<file path="src/rtl/bpu_resolve_sched.sv">
// bpu_resolve_sched: resolves branches, sequences flush/recovery on mispredict, and queues predictor updates
module bpu_resolve_sched #(
  parameter int DEPTH = 4,
  parameter int FLUSH_CYCLES = 2,
  parameter int CNT_W = 16
) (
  input  logic             clk,
  input  logic             rst,
  input  logic             res_valid,
  output logic             res_ready,
  input  logic [31:0]      res_pc,
  input  logic             res_taken,
  input  logic [31:0]      res_target,
  input  logic             res_pred_taken,
  input  logic [31:0]      res_pred_target,
  output logic             upd_valid,
  input  logic             upd_ready,
  output logic [31:0]      upd_pc,
  output logic [31:0]      upd_target,
  output logic             upd_taken,
  output logic             flush,
  output logic [31:0]      redirect_pc,
  output logic             fetch_stall,
  output logic [CNT_W-1:0] mispredict_cnt
);
  localparam int AW = $clog2(DEPTH);
  localparam int CW = $clog2(DEPTH + 1);
  typedef enum logic [1:0] {IDLE, FLUSH, RECOVER} state_t;
  state_t state;
  logic [3:0] rec_cnt;
  logic [31:0] pc_mem [DEPTH];
  logic [31:0] tgt_mem [DEPTH];
  logic [DEPTH-1:0] taken_mem;
  logic [AW-1:0] wr_ptr, rd_ptr;
  logic [CW-1:0] count;
  logic full, enq, deq, mis;
  logic [31:0] corr;
  always_comb begin
    full = count == CW'(DEPTH);
    res_ready = (state == IDLE) && !full;
    enq = res_valid && res_ready;
    upd_valid = count != '0;
    deq = upd_valid && upd_ready;
    mis = (res_taken != res_pred_taken) || (res_taken && res_target != res_pred_target);
    corr = res_taken ? res_target : res_pc + 32'd4;
    upd_pc = pc_mem[rd_ptr];
    upd_target = tgt_mem[rd_ptr];
    upd_taken = taken_mem[rd_ptr];
  end
  always_ff @(posedge clk) begin
    if (enq) begin
      pc_mem[wr_ptr] <= res_pc;
      tgt_mem[wr_ptr] <= res_target;
      taken_mem[wr_ptr] <= res_taken;
    end
  end
  always_ff @(posedge clk) begin
    if (rst) begin
      wr_ptr <= '0;
      rd_ptr <= '0;
      count <= '0;
    end else begin
      if (enq) wr_ptr <= wr_ptr + AW'(1);
      if (deq) rd_ptr <= rd_ptr + AW'(1);
      count <= count + CW'(enq) - CW'(deq);
    end
  end
  // RECOVER exits the cycle after rec_cnt reads zero, giving FLUSH_CYCLES recovery cycles
  always_ff @(posedge clk) begin
    if (rst) begin
      state <= IDLE;
      flush <= 1'b0;
      fetch_stall <= 1'b0;
      redirect_pc <= '0;
      rec_cnt <= '0;
      mispredict_cnt <= '0;
    end else begin
      if (enq && mis && mispredict_cnt != '1) mispredict_cnt <= mispredict_cnt + CNT_W'(1);
      case (state)
        IDLE: if (enq && mis) begin
          state <= FLUSH;
          flush <= 1'b1;
          fetch_stall <= 1'b1;
          redirect_pc <= corr;
        end
        FLUSH: begin
          flush <= 1'b0;
          rec_cnt <= 4'(FLUSH_CYCLES - 1);
          state <= (FLUSH_CYCLES > 0) ? RECOVER : IDLE;
          fetch_stall <= FLUSH_CYCLES > 0;
        end
        RECOVER: begin
          rec_cnt <= rec_cnt - 4'd1;
          if (rec_cnt == '0) begin
            state <= IDLE;
            fetch_stall <= 1'b0;
          end
        end
        default: state <= IDLE;
      endcase
    end
  end
endmodule
</file>
<file path="config.mk">
export PLATFORM = sky130hd
export DESIGN_NAME = bpu_resolve_sched
export DESIGN_NICKNAME = d
export VERILOG_FILES = /design/src/rtl/bpu_resolve_sched.sv
export SDC_FILE = /design/constraint.sdc
export NUM_CORES = 1
export LEC_CHECK = 0
export ABC_AREA = 1
export CORE_ASPECT_RATIO = 0.6
export CORE_MARGIN = 2
export CORE_UTILIZATION = 40
export DETAILED_ROUTE_END_ITERATION = 10
export GPL_TIMING_DRIVEN = 0
export PLACE_DENSITY = 0.66
export SLEW_MARGIN = 0
export SYNTH_ARGS = -nofsm -noshare
export SYNTH_HDL_FRONTEND = slang
export SYNTH_SLANG_ARGS = --single-unit
export TNS_END_PERCENT = 5
</file>
<file path="constraint.sdc">
create_clock -name clk -period 5.5 [get_ports clk]
set_input_delay 0.825 -clock clk [delete_from_list [all_inputs] [get_ports clk]]
set_output_delay 0.825 -clock clk [all_outputs]
set_load 0.05 [all_outputs]
</file>
==> results of run 1 <==
[cells in the mapped netlist (11+ instances only)]
cell,count,share of area (%)
edfxtp_1,260,55
nor2_1,256,6.8
nand2_1,218,5.8
o21ai_0,180,6.4
inv_1,91,2.4
o22ai_1,67,3.0
dfxtp_1,65,9.2
clkbuf_1,52,1.4
a21oi_1,40,1.4
nand3_1,28,0.99
nand4_1,19,0.84
xnor2_1,19,1.2
xor2_1,19,1.2
ha_1,15,1.3
nor3_1,11,0.39
[worst max-delay path, stage by stage (launching register included)]
cell,delay (ps)
dfxtp_1,350
clkbuf_1,390
inv_1,160
clkbuf_1,680
clkbuf_1,640
o21ai_0,180
o22ai_1,320
clkdlybuf4s50_1,880
[kinds of logic after synthesis]
logic type      count (synthesis)  synth area share (%)
compound gates                295                 11.21
fa+ha+maj                      16                 1.468
buf+inv                       159                 4.359
xor+xnor                       38                 2.352
simple gates                  556                 16.23
flops                         325                 64.37
[cells in the final DEF, fill, tap and decap left out, types with 2 or more instances in the layout]
master,count
o22ai_1,67
nor2_1,252
inv_1,91
xnor2_1,19
edfxtp_1,260
clkbuf_1,62
nand2_4,2
nand3b_1,2
clkinv_2,5
clkinvlp_4,2
clkbuf_8,4
nand4_1,19
nor2_2,2
nor4_1,3
nand2_1,218
nand3_2,4
clkdlybuf4s50_1,218
nand3_1,28
dfxtp_1,65
o21ai_0,180
buf_1,4
clkbuf_16,31
clkinv_1,4
diode_2,3
a21oi_2,3
a21oi_1,40
xor2_1,19
nor3_1,11
bufinv_16,3
nor2_4,7
buf_12,8
buf_2,5
or2_2,5
ha_1,15
[per-layer routing]
layer | track usage [%] | up-vias | wire length [um]
met1 | 34.98 | 5424 | 19770
met5 | 0 | - | 13
met2 | 35.60 | 471 | 19270
met4 | 6.657 | 2 | 1080
met3 | 4.770 | 63 | 3948
li1 | - | 5320 | -
[registers in the layout, summed over array words and instances, names as in the netlist, named ones only]
register	flops
mispredict_cnt	16
rec_cnt	4
fetch_stall	1
state	2
wr_ptr	2
count	3
pc_mem	128
rd_ptr	2
taken_mem	4
flush	1
tgt_mem	128
redirect_pc	32
[path summary, 6_finish.rpt]
path | end | slack, ps | start | cells after the start
max | upd_target[4] | 500 | flop | 7
min | rec_cnt[1] | 490 | rec_cnt[1] | 2
max reg2reg | count[2] | 2930 | state[0] | 12
min reg2reg | rec_cnt[1] | 490 | rec_cnt[1] | 2
[cell type report]
cell class / instances / share of cell area [%]
plain buffers: 63 / 1.402
diodes: 3 / 0.04144
flip-flops and latches: 325 / 50.28
clock inverters: 11 / 0.7390
inverters: 96 / 2.003
multi-input cells: 905 / 24.59
well taps: 467 / 3.225
repair buffers: 226 / 12.93
clock buffers: 45 / 4.793
[report_power, final]
part	switching (mW)	internal, mW
Combinational	2.47	1.03
Sequential	0.151	3.05
Clock	0.908	1.23
Total	3.53	5.31
[stage by stage]
step           hold slack [ps]  TNS (ps)  utilization, %  power, mW  worst slack (ps)
6_report                 491.8         0           51.84      8.841             497.7
5_1_grt                  506.6         0           51.83      9.223             388.9
4_1_cts                  492.9         0           51.82      8.874             554.3
3_5_place_dp             482.8         0           48.95      6.749              1163
3_3_place_gp             479.1   -308660           48.41      6.689             -1427
2_1_floorplan            457.0         0               -      5.391             747.0
==> reports/summary.txt, run 1 <==
CTS root buffer -> clkbuf_16
layout cells sized above 1 -> 5.326%
syn_nets -> 1507
register bit total from synthesis -> 325
Slew HR -> 41.11%
wire per inst -> 20.59 um
Die W -> 246.8 um
Setup Viol. Count Final -> 0
port buffer count -> 218
pin count of the biggest net entering global routing -> 32
Critical Path Start Type -> flop
Cells after Synth -> 1389
maximum fanout along the worst path -> 10
drt pass-1 iters -> 5
fin. max-slew vios -> 0
final instance area -> 0.01812 mm2
clock skew -> 17.68 ps
Final Non-Filler Cells -> 2141
synth warn -> 0
ys async rst share -> 0%
initial antenna violation count -> 4
Via Count -> 11280
Cell variety after synth -> 39
first-pass GRT wire length -> 65070 um
Placed Cells -> 2082
Syn Area/Cell -> 10.19 um2
vias in the first global route -> 10770
worst hold path type -> flop to flop
Tcrit/Tclk final -> 90.95%
FP Rows -> 53
mapped cell area -> 0.01415 mm2
# nets final -> 1765
Max Fclk -> 199.9 MHz
die height -> 149.7 um
Layout area overhead -> 28.03%
CTS Hold Bufs -> 0
pwr dens -> 488.0 mW/mm2
main flop type after synthesis -> edfxtp_1
Reg area -> 0.009109 mm2
Post-synth EDFFs -> 260
Starting DRT DRC Count -> 1132
core box area -> 0.03495 mm2
postcts setup bufs -> 0
multi-input logic area -> 0.004454 mm2
die area -> 0.03694 mm2
Starting Density -> 40.49%
Filler cells -> 3123
Tmin final -> 5002 ps
Post-CTS Resized -> 0
crit path DAT -> 4180 ps
Placement Cell Area -> 0.01711 mm2
TritonCTS clock tree -> built
CTS H-tree lvls -> 1
Max VDD drop -> 376.4 uV
Fin. Hold Viols -> 0
Max Cap Violations -> 0
IO Pins -> 219
gp weighted congestion -> 0.9076
clock buffer depth -> 3
DP Wirelength -> 32240 um
overflow left after global routing -> 0
Sink Count -> 325
Crit. End Element -> output port
clk_lat worst skew -> 570 ps
CP required -> 4680 ps
wirelength, routed -> 44080 um
slew of the pin with the lowest slew margin -> 883.4 ps
DR DRC count -> 0
Seq/Total Area, Yosys -> 64.37%
Antenna Nets Post-Route -> 0
RSZ-0062 raised after global routing -> false
Reg clk slew, reported paths -> 70 ps
total track usage -> 23.75%
Static Leak -> 6.430 nW
outcome -> complete, no violations
total CTS buffers -> 30
critical setup path kind -> flop to output port
Avg Vias per Cell -> 5.269
(Power assumes the default switching activity.)
==> inputs of run 2 (changes only) <==
- SKIP_CTS_REPAIR_TIMING: unset -> 1
==> results of run 2 <==
Same layout as run 1: the final DEF is identical, and so are final timing and power.
==> variant (settings of run 2) <==
Add an input register stage for `res_target` and `res_pred_target`; this delays them by one clock. The other inputs are not delayed to match.
--- a/src/rtl/bpu_resolve_sched.sv
+++ b/src/rtl/bpu_resolve_sched.sv
@@ -28,2 +28,11 @@
   typedef enum logic [1:0] {IDLE, FLUSH, RECOVER} state_t;
+
+  logic [31:0] res_target_q;
+  logic [31:0] res_pred_target_q;
+
+  always_ff @(posedge clk) begin
+    res_target_q      <= res_target;
+    res_pred_target_q <= res_pred_target;
+  end
+
   state_t state;
@@ -43,4 +52,4 @@
     deq = upd_valid && upd_ready;
-    mis = (res_taken != res_pred_taken) || (res_taken && res_target != res_pred_target);
-    corr = res_taken ? res_target : res_pc + 32'd4;
+    mis = (res_taken != res_pred_taken) || (res_taken && res_target_q != res_pred_target_q);
+    corr = res_taken ? res_target_q : res_pc + 32'd4;
     upd_pc = pc_mem[rd_ptr];
@@ -52,3 +61,3 @@
       pc_mem[wr_ptr] <= res_pc;
-      tgt_mem[wr_ptr] <= res_target;
+      tgt_mem[wr_ptr] <= res_target_q;
       taken_mem[wr_ptr] <= res_taken;
Behaviour: not the same (a bounded check fails within 4 cycles, from zero or initial values and one cycle with rst high).
==> variant against run 2 <==
- wire length rose by 2.6%
- synthesized area rose by 9.1%
- total power rose by 11%
- worst setup slack improved by 0.19 ns
- largest power group is now registers
- critical path depth did not move
- design area rose by 8.8%
- sequential cell count rose by 64
- via count rose by 3.1%
- sequential power rose by 16%
- clock power rose by 24%
- sequential share of layout area rose by 2.4 points
==> variant: results (changes against run 2) <==
{
  "result_of_the_run": {"value": "finished, final reports clean"},
  "routed_wire_length_per_instance": {"value": 20.0, "unit": "um", "change": "-2.7%"},
  "multi_input_gates": {"value": 900, "change": "-0.55%"},
  "total_of_clock_buffers_placed_in_the_layout": {"value": 52, "change": "+16%"},
  "grt_antenna_before_repair": {"value": 0, "change": "-4"},
  "track_usage": {"value": 22.2, "unit": "%", "change": "-1.5 points"},
  "seqAreaFraction": {"value": 52.7, "unit": "%", "change": "+2.4 points"},
  "non_clock_buffer_area_share": {"value": 13.3, "unit": "%", "change": "-1.1 points"},
  "placed_cell_area": {"value": 0.0184, "unit": "mm^2", "change": "+7.8%"},
  "finalWeightedCongestion": {"value": 0.873, "change": "-3.8%"},
  "placed_cells_incl_taps": {"value": 2189, "change": "+5.1%"},
  "detailedRoute.firstPassIterationCount": {"value": 6, "change": "+1"},
  "cp_data_arrival_time": {"value": 3.98, "unit": "ns", "change": "-0.20 ns"},
  "drt-vias-per-instance": {"value": 5.15, "change": "-2.2%"},
  "post_synth_fa_ha_maj_area_fraction": {"value": 1.35, "unit": "%", "change": "-0.12 points"},
  "met1Wirelength": {"value": 20400, "unit": "um", "change": "+3.2%"},
  "portBuffers": {"value": 217, "change": "-0.46%"},
  "global_route_wire_length_before_repair": {"value": 67400, "unit": "um", "change": "+3.6%"},
  "tritoncts.num_buffers": {"value": 37, "change": "+23%"},
  "diodes_inserted": {"value": 0, "change": "-3"},
  "synth.net_count": {"value": 1569, "change": "+4.1%"},
  "inverters_excl_clock": {"value": 97, "change": "+1.0%"},
  "maximum_number_of_pins_on_one_net_before_global_route_repair": {"value": 31, "change": "-3.1%"},
  "timing.slew.headroom": {"value": 36.6, "unit": "%", "change": "-4.5 points"},
  "top_post_synthesis_cells_by_area": {"value": "sky130_fd_sc_hd__edfxtp_1 (51%), sky130_fd_sc_hd__dfxtp_1 (17%), sky130_fd_sc_hd__nor2_1 (6.0%)"},
  "synth_seq_area_share": {"value": 67.3, "unit": "%", "change": "+3.0 points"},
  "met2_length": {"value": 20200, "unit": "um", "change": "+4.6%"},
  "top_regs": {"value": "pc_mem (128), tgt_mem (128)"},
  "floorplan.die.width": {"value": 258, "unit": "um", "change": "+4.4%"},
  "avg_synthesized_cell_area": {"value": 10.6, "unit": "um^2", "change": "+4.4%"},
  "multi_input_comb_area": {"value": 0.00443, "unit": "mm^2", "change": "-0.53%"},
  "met3_length": {"value": 3700, "unit": "um", "change": "-6.4%"},
  "synth_common_cells": {"value": "sky130_fd_sc_hd__edfxtp_1 (260), sky130_fd_sc_hd__nor2_1 (246), sky130_fd_sc_hd__nand2_1 (223)"},
  "power_switching": {"value": 3.74, "unit": "mW", "change": "+5.8%"},
  "instances_no_fill": {"value": 2257, "change": "+5.4%"},
  "ys_types": {"value": 35, "change": "-10%"}
}
[variant: cell types whose count changed in the layout (fill, tap and decap cells not counted), moves of 4 or more]
cell	delta
sky130_fd_sc_hd__dfxtp_1	+64
sky130_fd_sc_hd__clkbuf_16	+12
sky130_fd_sc_hd__o21ai_0	-5
sky130_fd_sc_hd__a21oi_1	+6
sky130_fd_sc_hd__nand3_1	+4
sky130_fd_sc_hd__inv_1	+4
sky130_fd_sc_hd__clkbuf_1	-4
sky130_fd_sc_hd__nand2_1	+5
sky130_fd_sc_hd__nor2_1	-10
[variant: power by group through the flow]
stage	clock [mW]	sequential [mW]	combinational, mW
6_report	2.65	3.70	3.49
4_1_cts	2.69	3.70	3.50
3_5_place_dp	0	3.76	3.49
2_1_floorplan	0	3.95	1.94
3_3_place_gp	0	3.81	3.38
5_1_grt	2.81	3.73	3.70
[variant: path summary, 6_finish.rpt]
path | start | endpoint | slack (ns) | cells past startpoint
setup reg to reg | state[0] | pc_mem[3][31] | 2.64 | 8
hold reg to reg | redirect_pc[12] | redirect_pc[12] | 0.47 | 2
hold / removal | redirect_pc[12] | redirect_pc[12] | 0.47 | 2
setup / recovery | flip-flop | upd_target[4] | 0.69 | 7
[variant: worst max-delay path, stage by stage (launching register included)]
cell and delay (ns):
sky130_fd_sc_hd__dfxtp_1 0.35, sky130_fd_sc_hd__clkbuf_1 0.34, sky130_fd_sc_hd__inv_1 0.16, sky130_fd_sc_hd__clkbuf_1 0.61, sky130_fd_sc_hd__clkbuf_1 0.60, sky130_fd_sc_hd__o21ai_0 0.16
sky130_fd_sc_hd__o22ai_1 0.34, sky130_fd_sc_hd__clkdlybuf4s50_1 0.88
[variant: per-layer routing]
metal,track usage [%],vias up
met4,5.92,0
li1,-,5504
met1,32.4,5577
met5,0,-
met3,3.98,61
met2,34.2,483
